File: src/rtl/decode_sequencer_pkg.sv
// rtl/decode_sequencer_pkg.sv - shared encodings for the ID-stage decode sequencer
package decode_sequencer_pkg;

    localparam int WIDTH_DEF   = 16;
    localparam int OPC_W_DEF   = 5;
    localparam int RADDR_W_DEF = 3;
    localparam int CNT_W_DEF   = 16;

    // Opcodes whose top two bits match this prefix are followed by an immediate word
    localparam logic [1:0] IMM_PREFIX = 2'b11;

    typedef enum logic [1:0] {
        S_OP   = 2'd0,
        S_IMM  = 2'd1,
        S_HOLD = 2'd2
    } state_t;

endpackage

File: src/rtl/decode_sequencer.sv
// rtl/decode_sequencer.sv - assembles one/two-word instructions into registered bundles for EX
module decode_sequencer
    import decode_sequencer_pkg::*;
#(
    parameter int WIDTH   = WIDTH_DEF,
    parameter int OPC_W   = OPC_W_DEF,
    parameter int RADDR_W = RADDR_W_DEF,
    parameter int CNT_W   = CNT_W_DEF
) (
    input  logic               clk,
    input  logic               rst,
    input  logic               flush,
    input  logic               instr_valid,
    input  logic [WIDTH-1:0]   instruction,
    output logic               instr_ready,
    input  logic               ex_ready,
    output logic               dec_valid,
    output logic [OPC_W-1:0]   dec_opcode,
    output logic [RADDR_W-1:0] dec_rs1,
    output logic [RADDR_W-1:0] dec_rs2,
    output logic [RADDR_W-1:0] dec_rd,
    output logic               dec_has_imm,
    output logic [WIDTH-1:0]   dec_imm,
    output logic               rf_read_enable,
    output logic [CNT_W-1:0]   dec_count
);

    localparam int RS1_MSB = WIDTH - OPC_W - 1;
    localparam int RS2_MSB = RS1_MSB - RADDR_W;
    localparam int RD_MSB  = RS2_MSB - RADDR_W;

    state_t             state;
    logic               accept;
    logic               retire;
    logic               two_word;
    logic [OPC_W-1:0]   w_opc;
    logic [CNT_W-1:0]   cnt_one;

    // Single-entry holding stage: a new word is only taken in S_HOLD when the bundle leaves
    assign instr_ready    = rst & ~flush & ((state != S_HOLD) | ex_ready);
    assign accept         = instr_valid & instr_ready;
    assign retire         = dec_valid & ex_ready;
    assign w_opc          = instruction[WIDTH-1 -: OPC_W];
    assign two_word       = (w_opc[OPC_W-1 -: 2] == IMM_PREFIX);
    assign rf_read_enable = dec_valid;
    assign cnt_one        = {{(CNT_W-1){1'b0}}, 1'b1};

    always_ff @(posedge clk) begin
        if (!rst) begin
            state       <= S_OP;
            dec_valid   <= 1'b0;
            dec_opcode  <= '0;
            dec_rs1     <= '0;
            dec_rs2     <= '0;
            dec_rd      <= '0;
            dec_has_imm <= 1'b0;
            dec_imm     <= '0;
            dec_count   <= '0;
        end else begin
            // A bundle leaving in the flush cycle was already handed over, so it still counts
            if (retire) begin
                dec_count <= dec_count + cnt_one;
            end

            if (flush) begin
                dec_valid   <= 1'b0;
                dec_has_imm <= 1'b0;
                dec_imm     <= '0;
                state       <= S_OP;
            end else begin
                case (state)
                    S_OP, S_HOLD: begin
                        if (accept) begin
                            dec_opcode <= w_opc;
                            dec_rs1    <= instruction[RS1_MSB -: RADDR_W];
                            dec_rs2    <= instruction[RS2_MSB -: RADDR_W];
                            dec_rd     <= instruction[RD_MSB -: RADDR_W];
                            dec_imm    <= '0;
                            if (two_word) begin
                                dec_has_imm <= 1'b1;
                                dec_valid   <= 1'b0;
                                state       <= S_IMM;
                            end else begin
                                dec_has_imm <= 1'b0;
                                dec_valid   <= 1'b1;
                                state       <= S_HOLD;
                            end
                        end else if (state == S_HOLD && ex_ready) begin
                            dec_valid <= 1'b0;
                            state     <= S_OP;
                        end
                    end
                    S_IMM: begin
                        if (accept) begin
                            dec_imm   <= instruction;
                            dec_valid <= 1'b1;
                            state     <= S_HOLD;
                        end
                    end
                    default: begin
                        dec_valid <= 1'b0;
                        state     <= S_OP;
                    end
                endcase
            end
        end
    end

endmodule

File: config.mk
export PLATFORM = sky130hd
export DESIGN_NAME = decode_sequencer
export DESIGN_NICKNAME = d
export VERILOG_FILES = /design/src/rtl/decode_sequencer_pkg.sv /design/src/rtl/decode_sequencer.sv
export SDC_FILE = /design/constraint.sdc
export NUM_CORES = 1
export LEC_CHECK = 0
export ABC_AREA = 1
export CAP_MARGIN = 25
export CORE_ASPECT_RATIO = 0.9
export CORE_MARGIN = 8
export CORE_UTILIZATION = 45
export DETAILED_ROUTE_END_ITERATION = 16
export DONT_BUFFER_PORTS = 1
export PLACE_DENSITY = 0.66
export SYNTH_ARGS = -nofsm -noshare
export SYNTH_HDL_FRONTEND = slang
export SYNTH_SLANG_ARGS = --single-unit
File: constraint.sdc
create_clock -name clk -period 2.1 [get_ports clk]
set_input_delay 0.42 -clock clk [delete_from_list [all_inputs] [get_ports clk]]
set_output_delay 0.42 -clock clk [all_outputs]
set_load 0.05 [all_outputs]
==> results of run 1 <==
==> how the worst max path moves through the flow <==
stage | cells after the start | slack (ps) | from | endpoint
2_1_floorplan | 8 | 250 | dec_valid$_SDFFE_PP0P_ | dec_imm[10]$_SDFFE_PP0P_
3_3_place_gp | 6 | 510 | rst | state[0]$_SDFFE_PP0P_
3_5_place_dp | 6 | 450 | rst | dec_has_imm$_SDFFE_PP0P_
4_1_cts | 4 | 340 | dec_valid$_SDFFE_PP0P_ | instr_ready
5_1_grt | 4 | 230 | dec_valid$_SDFFE_PP0P_ | instr_ready
6_report | 4 | 350 | dec_valid$_SDFFE_PP0P_ | instr_ready
==> cell families (layout without fill, tap and decap cells) <==
kind of cell	after synthesis	in the layout	share of synthesized area
and+or+nand+nor	140	140	0.300
AOI/OAI and AO/OA	51	51	0.145
DFF	49	49	0.477
adders and majority gates	1	1	0.00609
buffers and inverters	34	53	0.0718
==> per-layer routing <==
| metal | vias up | track usage |
|---|---|---|
| met2 | 65 | 0.241 |
| met4 | 0 | 0.0463 |
| li1 | 913 | - |
| met5 | - | 0 |
| met3 | 6 | 0.0805 |
| met1 | 819 | 0.175 |
==> cell usage after synthesis, types with 3 or more instances <==
library cell  instances
nand2_1              87
dfxtp_1              49
a21oi_1              31
nor2_1               27
inv_1                22
a21oi_2              10
nand3_1               9
o21ai_0               7
nand4_1               4
buf_2                 3
nand2_2               3
nor3_1                3
==> power breakdown <==
part | switching [W] | internal, W | leakage [nW]
Clock | 0.000306 | 0.000387 | 0.0574
Combinational | 0.0000516 | 0.0000227 | 0.417
Sequential | 0.0000403 | 0.000938 | 0.396
==> per-stage QoR <==
step	util	power [W]	instance area (um2)	setup slack (ps)
finish	0.532	0.00175	2360	353
global route	0.532	0.00182	2360	228
CTS	0.532	0.00177	2360	338
detailed placement	0.505	0.00108	2240	447
global placement	0.505	0.00107	2240	506
floorplan	-	0.00106	2060	254
==> sequential cells by signal, indices dropped and copies added (netlist names) <==
name	count
dec_opcode	5
dec_count	16
state	1
dec_imm	16
dec_valid	1
dec_rs2	3
dec_rd	3
dec_rs1	3
dec_has_imm	1
==> worst max-delay path: cells and delay by family (launching register included) <==
kind / cells / cell delay [ps]
DFF: 1 / 460
buffers and inverters: 2 / 260
and+or+nand+nor: 2 / 310
==> cell type report <==
type	count	area (um2)	area share
inverters	26	98.8	0.0419
well taps	62	77.6	0.0329
clock inverters	2	37.5	0.0159
flip-flops and latches	49	981	0.416
multi-input cells	192	927	0.393
repair buffers	19	155	0.0657
clock buffers	6	82.6	0.0350
==> impl_metrics.env, run 1 <==
export IMPL_wl_met2_um=2300
export IMPL_ys_seq_area_frac=0.477
export IMPL_maxCapViolations=0
export IMPL_synth_area_leader_cell="dfxtp_1"
export IMPL_r2r_setup_slack_ps=530
export IMPL_drc=0
export IMPL_drt_iter0_drc=92
export IMPL_finalSetupViolCount=0
export IMPL_start_util=0.464
export IMPL_status="finished clean"
export IMPL_grt_max_degree=19
export IMPL_netlist_area_leader_share=0.477
export IMPL_wl_met3_um=669
export IMPL_ir_drop_mv=0.413
export IMPL_fin_crit_sh=0.832
export IMPL_syn2layout_area_growth_pct=14.8
export IMPL_antenna_found_initial=0
export IMPL_min_period_ps=1750
export IMPL_diodes=0
export IMPL_die_area_um2=6990
export IMPL_max_freq_ghz=0.572
export IMPL_clock_latency_ps=300
export IMPL_r2r_cells=7
export IMPL_grt_usage=0.153
export IMPL_clockBufferDepth=2
export IMPL_finalWirelength_um=5150
export IMPL_clock_skew_ps=4.09
export IMPL_slew_headroom=0.631
export IMPL_gp_congestion=0.803
export IMPL_synth_edf_count=0
export IMPL_final_common_cell="nand2_1"
export IMPL_cts_hold_buf=0
export IMPL_stdcell_count=356
export IMPL_rr_endpoint="dec_count[15]$_SDFFE_PN0P_"
export IMPL_worst_setup_path_type="reg2out"
export IMPL_core_um2=4430
export IMPL_power_density_nw_per_um2=740
export IMPL_avgSynthCellArea_um2=7.48
export IMPL_worstHoldEndpoint="dec_count[14]$_SDFFE_PN0P_"
export IMPL_grt_pass1_vias=1723
export IMPL_grt_ovfl_total=0
export IMPL_post_cts_resized=0
export IMPL_grt_pass1_wl_um=8490
export IMPL_hold_depth=2
export IMPL_holdCritStartpoint="rst"
export IMPL_clock_sinks=49
export IMPL_numCtsBuffers=5
export IMPL_cts_post_setup_buffers_inserted=0
export IMPL_drv_slew=0
export IMPL_drt_antenna_violating_nets=0
export IMPL_synth_distinct_cells=29
export IMPL_avgViaCountPerCell=5.06
export IMPL_slowest_delay_ps=460
export IMPL_netlist_area_um2=2060
export IMPL_r2r_start="dec_valid$_SDFFE_PP0P_"
export IMPL_synth_warnings=0
export IMPL_crit_path_cell_trace="nand3b_1 > nand2_2 > clkinv_2 > buf_12"
export IMPL_ios=71
export IMPL_synthFlopType="dfxtp_1"
export IMPL_syn_inst=275
export IMPL_htreeDepth=2
export IMPL_tns_ps=0
export IMPL_finalHoldViolCount=0
export IMPL_path_clk_slew_ps=80
export IMPL_top_layer_used="met4"
export IMPL_die_w_um=87.2
export IMPL_critPathRequiredTime_ps=1680
export IMPL_drive_gt1_frac=0.160
export IMPL_dp_cells=348
export IMPL_route_layer_met1_wl_um=2130
export IMPL_wire_per_inst_um=14.5
export IMPL_synth_area_leaders="dfxtp_1 48%, nand2_1 16%, a21oi_1 7.5%"
export IMPL_die_h_um=80.1
export IMPL_cts_root_buf="clkbuf_8"
export IMPL_leakage_nw=0.870
export IMPL_nFillCells=448
export IMPL_min_path_type="in2reg"
export IMPL_num_vias=1803
export IMPL_first_pass_iters=5
export IMPL_start_kind="flip-flop"
export IMPL_worst_hold_slack_ps=237
export IMPL_nets=315
export IMPL_hpwlAfterDp_um=3920
export IMPL_rsz0062_at_grt="no"
export IMPL_arrival_ps=1330
export IMPL_endpoint_kind="output port"
export IMPL_syn_nets=297
export IMPL_cp_max_fo=7
export IMPL_rows=23
export IMPL_port_buffers=0
export IMPL_mostFrequentLayoutCells="87 x nand2_1, 49 x dfxtp_1, 31 x a21oi_1"
export IMPL_cp_slowest_cell="dfxtp_1"
export IMPL_synth_seq_cells=49
export IMPL_ys_async_sr_fraction=0
export IMPL_cts_tree="yes"
export IMPL_worst_pin_slew_ps=552
Note: power is estimated with default switching activity, not from simulation.
==> run 2, diff against run 1 <==
--- a/config.mk
+++ b/config.mk
@@ -12,7 +12,7 @@
 export CORE_UTILIZATION = 45
 export DETAILED_ROUTE_END_ITERATION = 16
 export DONT_BUFFER_PORTS = 1
-export PLACE_DENSITY = 0.66
+export PLACE_DENSITY = 0.68
 export SYNTH_ARGS = -nofsm -noshare
 export SYNTH_HDL_FRONTEND = slang
 export SYNTH_SLANG_ARGS = --single-unit
==> constraint.sdc (replaced) <==
create_clock -name clk -period 1.6 [get_ports clk]
set_input_delay 0.32 -clock clk [delete_from_list [all_inputs] [get_ports clk]]
set_output_delay 0.32 -clock clk [all_outputs]
set_load 0.05 [all_outputs]
==> run 2 against run 1 <==
Effect of this change:
- global-route usage down 0.23 points
- critical endpoint unchanged
- sequential share of layout area decreased by 0.32 points
- first-iteration DRC count grew 13%
- largest cell class unchanged
==> impl_metrics.env, run 2 (synthesized netlist as in run 1, its figures left out) <==
export IMPL_rr_endpoint="dec_count[12]$_SDFFE_PN0P_"
export IMPL_first_pass_iters=4
export IMPL_drive_gt1_frac=0.188
export IMPL_cp_slowest_cell="dfxtp_2"
export IMPL_maxCapViolations=0
export IMPL_arrival_ps=1180
export IMPL_slew_headroom=0.634
export IMPL_met3_usage=0.0815
export IMPL_leakage_nw=0.885
export IMPL_finalWirelength_um=5150
export IMPL_clockPowerShare=0.403
export IMPL_final_common_cell="nand2_1"
export IMPL_diodes=0
export IMPL_cts_hold_buf=0
export IMPL_numCtsBuffers=5
export IMPL_avgViaCountPerCell=4.87
export IMPL_clockBufferDepth=2
export IMPL_r2r_start="dec_count[5]$_SDFFE_PN0P_"
export IMPL_slowest_delay_ps=410
export IMPL_antenna_found_initial=0
export IMPL_grt_usage=0.151
export IMPL_rows=23
export IMPL_use_met1=0.190
export IMPL_clock_skew_ps=7.08
export IMPL_clock_latency_ps=300
export IMPL_worstHoldEndpoint="dec_count[14]$_SDFFE_PN0P_"
export IMPL_power_density_nw_per_um2=972
export IMPL_gp_congestion=0.863
export IMPL_cp_max_fo=7
export IMPL_finalSetupViolCount=0
export IMPL_dpl_worst_slack_ps=200
export IMPL_worst_setup_path_type="reg2out"
export IMPL_path_clk_slew_ps=90
export IMPL_hpwlAfterDp_um=3770
export IMPL_holdCritStartpoint="rst"
export IMPL_use_met2=0.221
export IMPL_p_seq_frac=0.554
export IMPL_nets=319
export IMPL_grt_busiest_layer="met2"
export IMPL_cts_tree="yes"
export IMPL_start_util=0.464
export IMPL_worst_hold_slack_ps=132
export IMPL_nFillCells=465
export IMPL_endpoint_kind="output port"
export IMPL_mostFrequentLayoutCells="87 x nand2_1, 46 x dfxtp_1, 31 x a21oi_1"
export IMPL_min_period_ps=1500
export IMPL_hold_depth=2
export IMPL_p_int_w=0.00177
export IMPL_dpl_instance_area_um2=2240
export IMPL_drt_antenna_violating_nets=0
export IMPL_design_area_um2=2390
export IMPL_grt_max_degree=19
export IMPL_min_path_type="in2reg"
export IMPL_drt_iter0_drc=104
export IMPL_r2r_setup_slack_ps=190
export IMPL_wire_per_inst_um=14.3
export IMPL_power_frac_comb=0.043
export IMPL_ios=71
export IMPL_ir_drop_mv=0.522
export IMPL_num_vias=1754
export IMPL_port_buffers=0
export IMPL_drc=0
export IMPL_status="finished clean"
export IMPL_max_freq_ghz=0.666
export IMPL_syn2layout_area_growth_pct=16.1
export IMPL_r2r_cells=7
export IMPL_largestRegisters="dec_count x16, dec_imm x16, dec_opcode x5"
export IMPL_htreeDepth=2
export IMPL_finalHoldViolCount=0
export IMPL_switching_share=0.236
export IMPL_worst_pin_slew_ps=548
export IMPL_fin_crit_sh=0.939
export IMPL_die_w_um=87.2
export IMPL_grt_pass1_vias=1686
export IMPL_grt_pass1_wl_um=8340
export IMPL_critPathRequiredTime_ps=1280
export IMPL_clock_sinks=49
export IMPL_crit_path_cell_trace="nand3b_1 > nand2_2 > clkinv_2 > buf_6"
export IMPL_die_h_um=80.1
export IMPL_grt_ovfl_total=0
export IMPL_fin_ws_ps=98.4
export IMPL_die_area_um2=6990
export IMPL_start_kind="flip-flop"
export IMPL_cts_root_buf="clkbuf_8"
export IMPL_switching_power_w=0.000548
export IMPL_drv_slew=0
export IMPL_core_um2=4430
-- run 2: changes by cell type in the layout (fill, tap and decap cells not counted) --
| cell | change |
|---|---|
| nor2_2 | +1 |
| buf_12 | -1 |
| inv_1 | -1 |
| dfxtp_2 | +3 |
| inv_2 | +1 |
| dfxtp_1 | -3 |
| buf_4 | +4 |
| nor2_1 | -1 |
| buf_6 | +1 |
-- run 2: worst max path at each step --
stage,start,end,slack (ps),cells after the start
after floorplan,dec_valid$_SDFFE_PP0P_,dec_imm[10]$_SDFFE_PP0P_,1,8
after global placement,state[0]$_SDFFE_PP0P_,dec_imm[12]$_SDFFE_PP0P_,240,7
after detailed placement,dec_count[0]$_SDFFE_PN0P_,dec_count[12]$_SDFFE_PN0P_,200,8
after CTS,state[0]$_SDFFE_PP0P_,instr_ready,30,5
after global routing,dec_valid$_SDFFE_PP0P_,instr_ready,-2,4
final,dec_valid$_SDFFE_PP0P_,instr_ready,100,4
-- run 2: power groups by stage --
| stage | Sequential, W | Combinational (W) | Clock, W |
|---|---|---|---|
| global route | 0.00129 | 0.000112 | 0.00101 |
| global placement | 0.00131 | 0.0000980 | 0 |
| floorplan | 0.00131 | 0.0000748 | 0 |
| CTS | 0.00128 | 0.0000998 | 0.000948 |
| finish | 0.00128 | 0.000100 | 0.000935 |
| detailed placement | 0.00131 | 0.0000991 | 0 |
-- run 2: per-stage QoR --
| stage | setup TNS, ps | utilization | total power [W] | cells |
|---|---|---|---|---|
| final | 0 | 0.539 | 0.00232 | 360 |
| after global routing | -1.75 | 0.539 | 0.00241 | 360 |
| after detailed placement | 0 | 0.505 | 0.00141 | 349 |
| after global placement | 0 | 0.505 | 0.00141 | 349 |
| after CTS | 0 | 0.534 | 0.00233 | 358 |
| after floorplan | 0 | - | 0.00139 | 275 |
-- run 2: worst max-delay path, delay by kind of cell, from the launching register on --
family,cells,cell delay (ps)
simple gates,2,230
buf+inv,2,240
flops,1,410
-- run 2: cell type report --
cell class / count / area, um2 / area share
Multi-Input combinational cell: 192 / 930 / 0.389
Clock buffer: 6 / 82.6 / 0.0346
Timing Repair Buffer: 23 / 176 / 0.0739
Clock inverter: 2 / 37.5 / 0.0157
Inverter: 26 / 98.8 / 0.0414
Sequential cell: 49 / 985 / 0.412
Tap cell: 62 / 77.6 / 0.0325
-- run 2: repair_timing --
item / CTS / global route
pin swaps: 1 / 1
endpoints found under the hold margin: 0 / 0
endpoints found under the setup margin: 1 / 2
gates resized for setup: 0 / 3
buffers inserted: 1 / 2
-- run 2: routing by layer --
metal | wire [um] | up-vias
li1 | - | 922
met1 | 2430 | 776
met2 | 2150 | 50
met3 | 513 | 6
met4 | 49 | 0
met5 | 0 | -
==> run 3, diff against run 2 <==
--- a/config.mk
+++ b/config.mk
@@ -8,11 +8,12 @@
 export ABC_AREA = 1
 export CAP_MARGIN = 25
 export CORE_ASPECT_RATIO = 0.9
-export CORE_MARGIN = 8
+export CORE_MARGIN = 5
 export CORE_UTILIZATION = 45
 export DETAILED_ROUTE_END_ITERATION = 16
 export DONT_BUFFER_PORTS = 1
 export PLACE_DENSITY = 0.68
+export SLEW_MARGIN = 15
 export SYNTH_ARGS = -nofsm -noshare
 export SYNTH_HDL_FRONTEND = slang
 export SYNTH_SLANG_ARGS = --single-unit
==> run 3 against run 2 <==
Effect of this change:
- largest cell class unchanged
- clock power increased by 12%
- highest routed layer unchanged
- die area decreased by 14%
- critical path type unchanged
- routed wire length decreased by 7.2%
==> impl_metrics.env, run 3 (synthesized netlist as in run 1, its figures left out) <==
export IMPL_rows=23
export IMPL_num_vias=1751
export IMPL_htreeDepth=2
export IMPL_die_area_um2=6020
export IMPL_power_frac_comb=0.040
export IMPL_hold_depth=2
export IMPL_drt_iter0_drc=133
export IMPL_slew_headroom=0.636
export IMPL_crit_path_cell_trace="inv_2 > nand3b_1 > nand2_2 > clkinv_2 > buf_4"
export IMPL_grt_pass1_vias=1620
export IMPL_clockPowerShare=0.432
export IMPL_final_common_cell="nand2_1"
export IMPL_drive_gt1_frac=0.182
export IMPL_dp_cells=349
export IMPL_finalHoldViolCount=0
export IMPL_antenna_found_initial=0
export IMPL_core_um2=4430
export IMPL_r2r_cells=8
export IMPL_ios=71
export IMPL_ir_drop_mv=0.552
export IMPL_worst_setup_path_type="reg2out"
export IMPL_power_density_nw_per_um2=1020
export IMPL_drv_slew=0
export IMPL_nets=317
export IMPL_path_delay_family="buffers and inverters"
export IMPL_avgViaCountPerCell=4.89
export IMPL_min_period_ps=1510
export IMPL_rsz0062_at_grt="no"
export IMPL_switching_share=0.223
export IMPL_min_path_type="in2reg"
export IMPL_mostFrequentLayoutCells="87 x nand2_1, 46 x dfxtp_1, 31 x a21oi_1"
export IMPL_drc=0
export IMPL_stdcell_count=358
export IMPL_start_util=0.464
export IMPL_cp_num_cells=5
export IMPL_start_kind="flip-flop"
export IMPL_grt_ovfl_total=0
export IMPL_hpwlAfterDp_um=3520
export IMPL_clock_sinks=49
export IMPL_finalSetupViolCount=0
export IMPL_worst_pin_slew_ps=546
export IMPL_cp_max_fo=3
export IMPL_grt_pass1_wl_um=7680
export IMPL_finalWirelength_um=4780
export IMPL_tns_ps=0
export IMPL_die_h_um=74.1
export IMPL_endpoint_kind="output port"
export IMPL_p_seq_frac=0.528
export IMPL_numCtsBuffers=5
export IMPL_port_buffers=0
export IMPL_wire_per_inst_um=13.3
export IMPL_drt_antenna_violating_nets=0
export IMPL_path_clk_slew_ps=90
export IMPL_switching_power_w=0.000541
export IMPL_clock_skew_ps=12.4
export IMPL_slowest_delay_ps=330
export IMPL_fin_crit_sh=0.945
export IMPL_die_w_um=81.2
export IMPL_arrival_ps=1190
export IMPL_cp_slowest_cell="dfxtp_1"
export IMPL_cts_tree="yes"
export IMPL_nFillCells=462
export IMPL_cts_root_buf="clkbuf_8"
export IMPL_path_buf_inv=3
export IMPL_grt_max_degree=19
export IMPL_diodes=0
export IMPL_first_pass_iters=4
export IMPL_p_int_w=0.00189
export IMPL_clockBufferDepth=2
export IMPL_syn2layout_area_growth_pct=16.2
export IMPL_max_freq_ghz=0.661
export IMPL_cts_hold_buf=0
export IMPL_maxCapViolations=0
export IMPL_status="finished clean"
export IMPL_largestRegisters="dec_count x16, dec_imm x16, dec_opcode x5"
export IMPL_critPathRequiredTime_ps=1280
export IMPL_gp_congestion=0.772
export IMPL_multi_input_area_um2=930
export IMPL_seq_area_um2=987
export IMPL_clock_latency_ps=300
export IMPL_leakage_nw=0.887
export IMPL_grt_usage=0.164
[run 3: stage by stage]
stage	worst slack, ps	area [um2]	total power, W	hold WS (ps)	util
2_1_floorplan	1.41	2060	0.00139	458	-
3_3_place_gp	239	2240	0.00141	442	0.505
3_5_place_dp	191	2240	0.00141	447	0.505
4_1_cts	26.1	2380	0.00246	126	0.538
5_1_grt	1.18	2390	0.00252	122	0.539
6_report	87.6	2390	0.00243	136	0.539
[run 3: path summary, 6_finish.rpt]
path / slack, ps / start / end
setup / recovery: 90 / state[0]$_SDFFE_PP0P_ / instr_ready
hold / removal: 140 / rst / dec_count[0]$_SDFFE_PN0P_
setup reg to reg: 170 / dec_count[0]$_SDFFE_PN0P_ / dec_count[12]$_SDFFE_PN0P_
hold reg to reg: 500 / dec_count[3]$_SDFFE_PN0P_ / dec_count[3]$_SDFFE_PN0P_
[run 3: area by class of cell]
cell class	instances	share of cell area
Clock inverter	3	0.0288
Inverter	26	0.0414
Clock buffer	5	0.0288
Multi-Input combinational cell	192	0.389
Sequential cell	49	0.413
Tap cell	62	0.0325
Timing Repair Buffer	21	0.0660
[run 3: power by group through the flow]
| stage | Clock (W) | Sequential [W] | Combinational [W] |
|---|---|---|---|
| final | 0.00105 | 0.00128 | 0.0000983 |
| after global routing | 0.00113 | 0.00128 | 0.000111 |
| after CTS | 0.00107 | 0.00128 | 0.0000995 |
| after detailed placement | 0 | 0.00131 | 0.0000989 |
| after global placement | 0 | 0.00131 | 0.0000971 |
| after floorplan | 0 | 0.00131 | 0.0000748 |
[run 3: layer usage]
layer	part of all wire	track usage	vias up
met5	0	0	-
met4	0.0048	0.0338	0
met3	0.090	0.0738	2
met2	0.45	0.255	52
met1	0.46	0.212	781
li1	-	-	916
[run 3: timing repair]
action | in CTS | in global routing
endpoints found under the setup margin | 1 | 2
setup buffers | 1 | 0
resized for setup | 0 | 3
pin swaps | 1 | 0
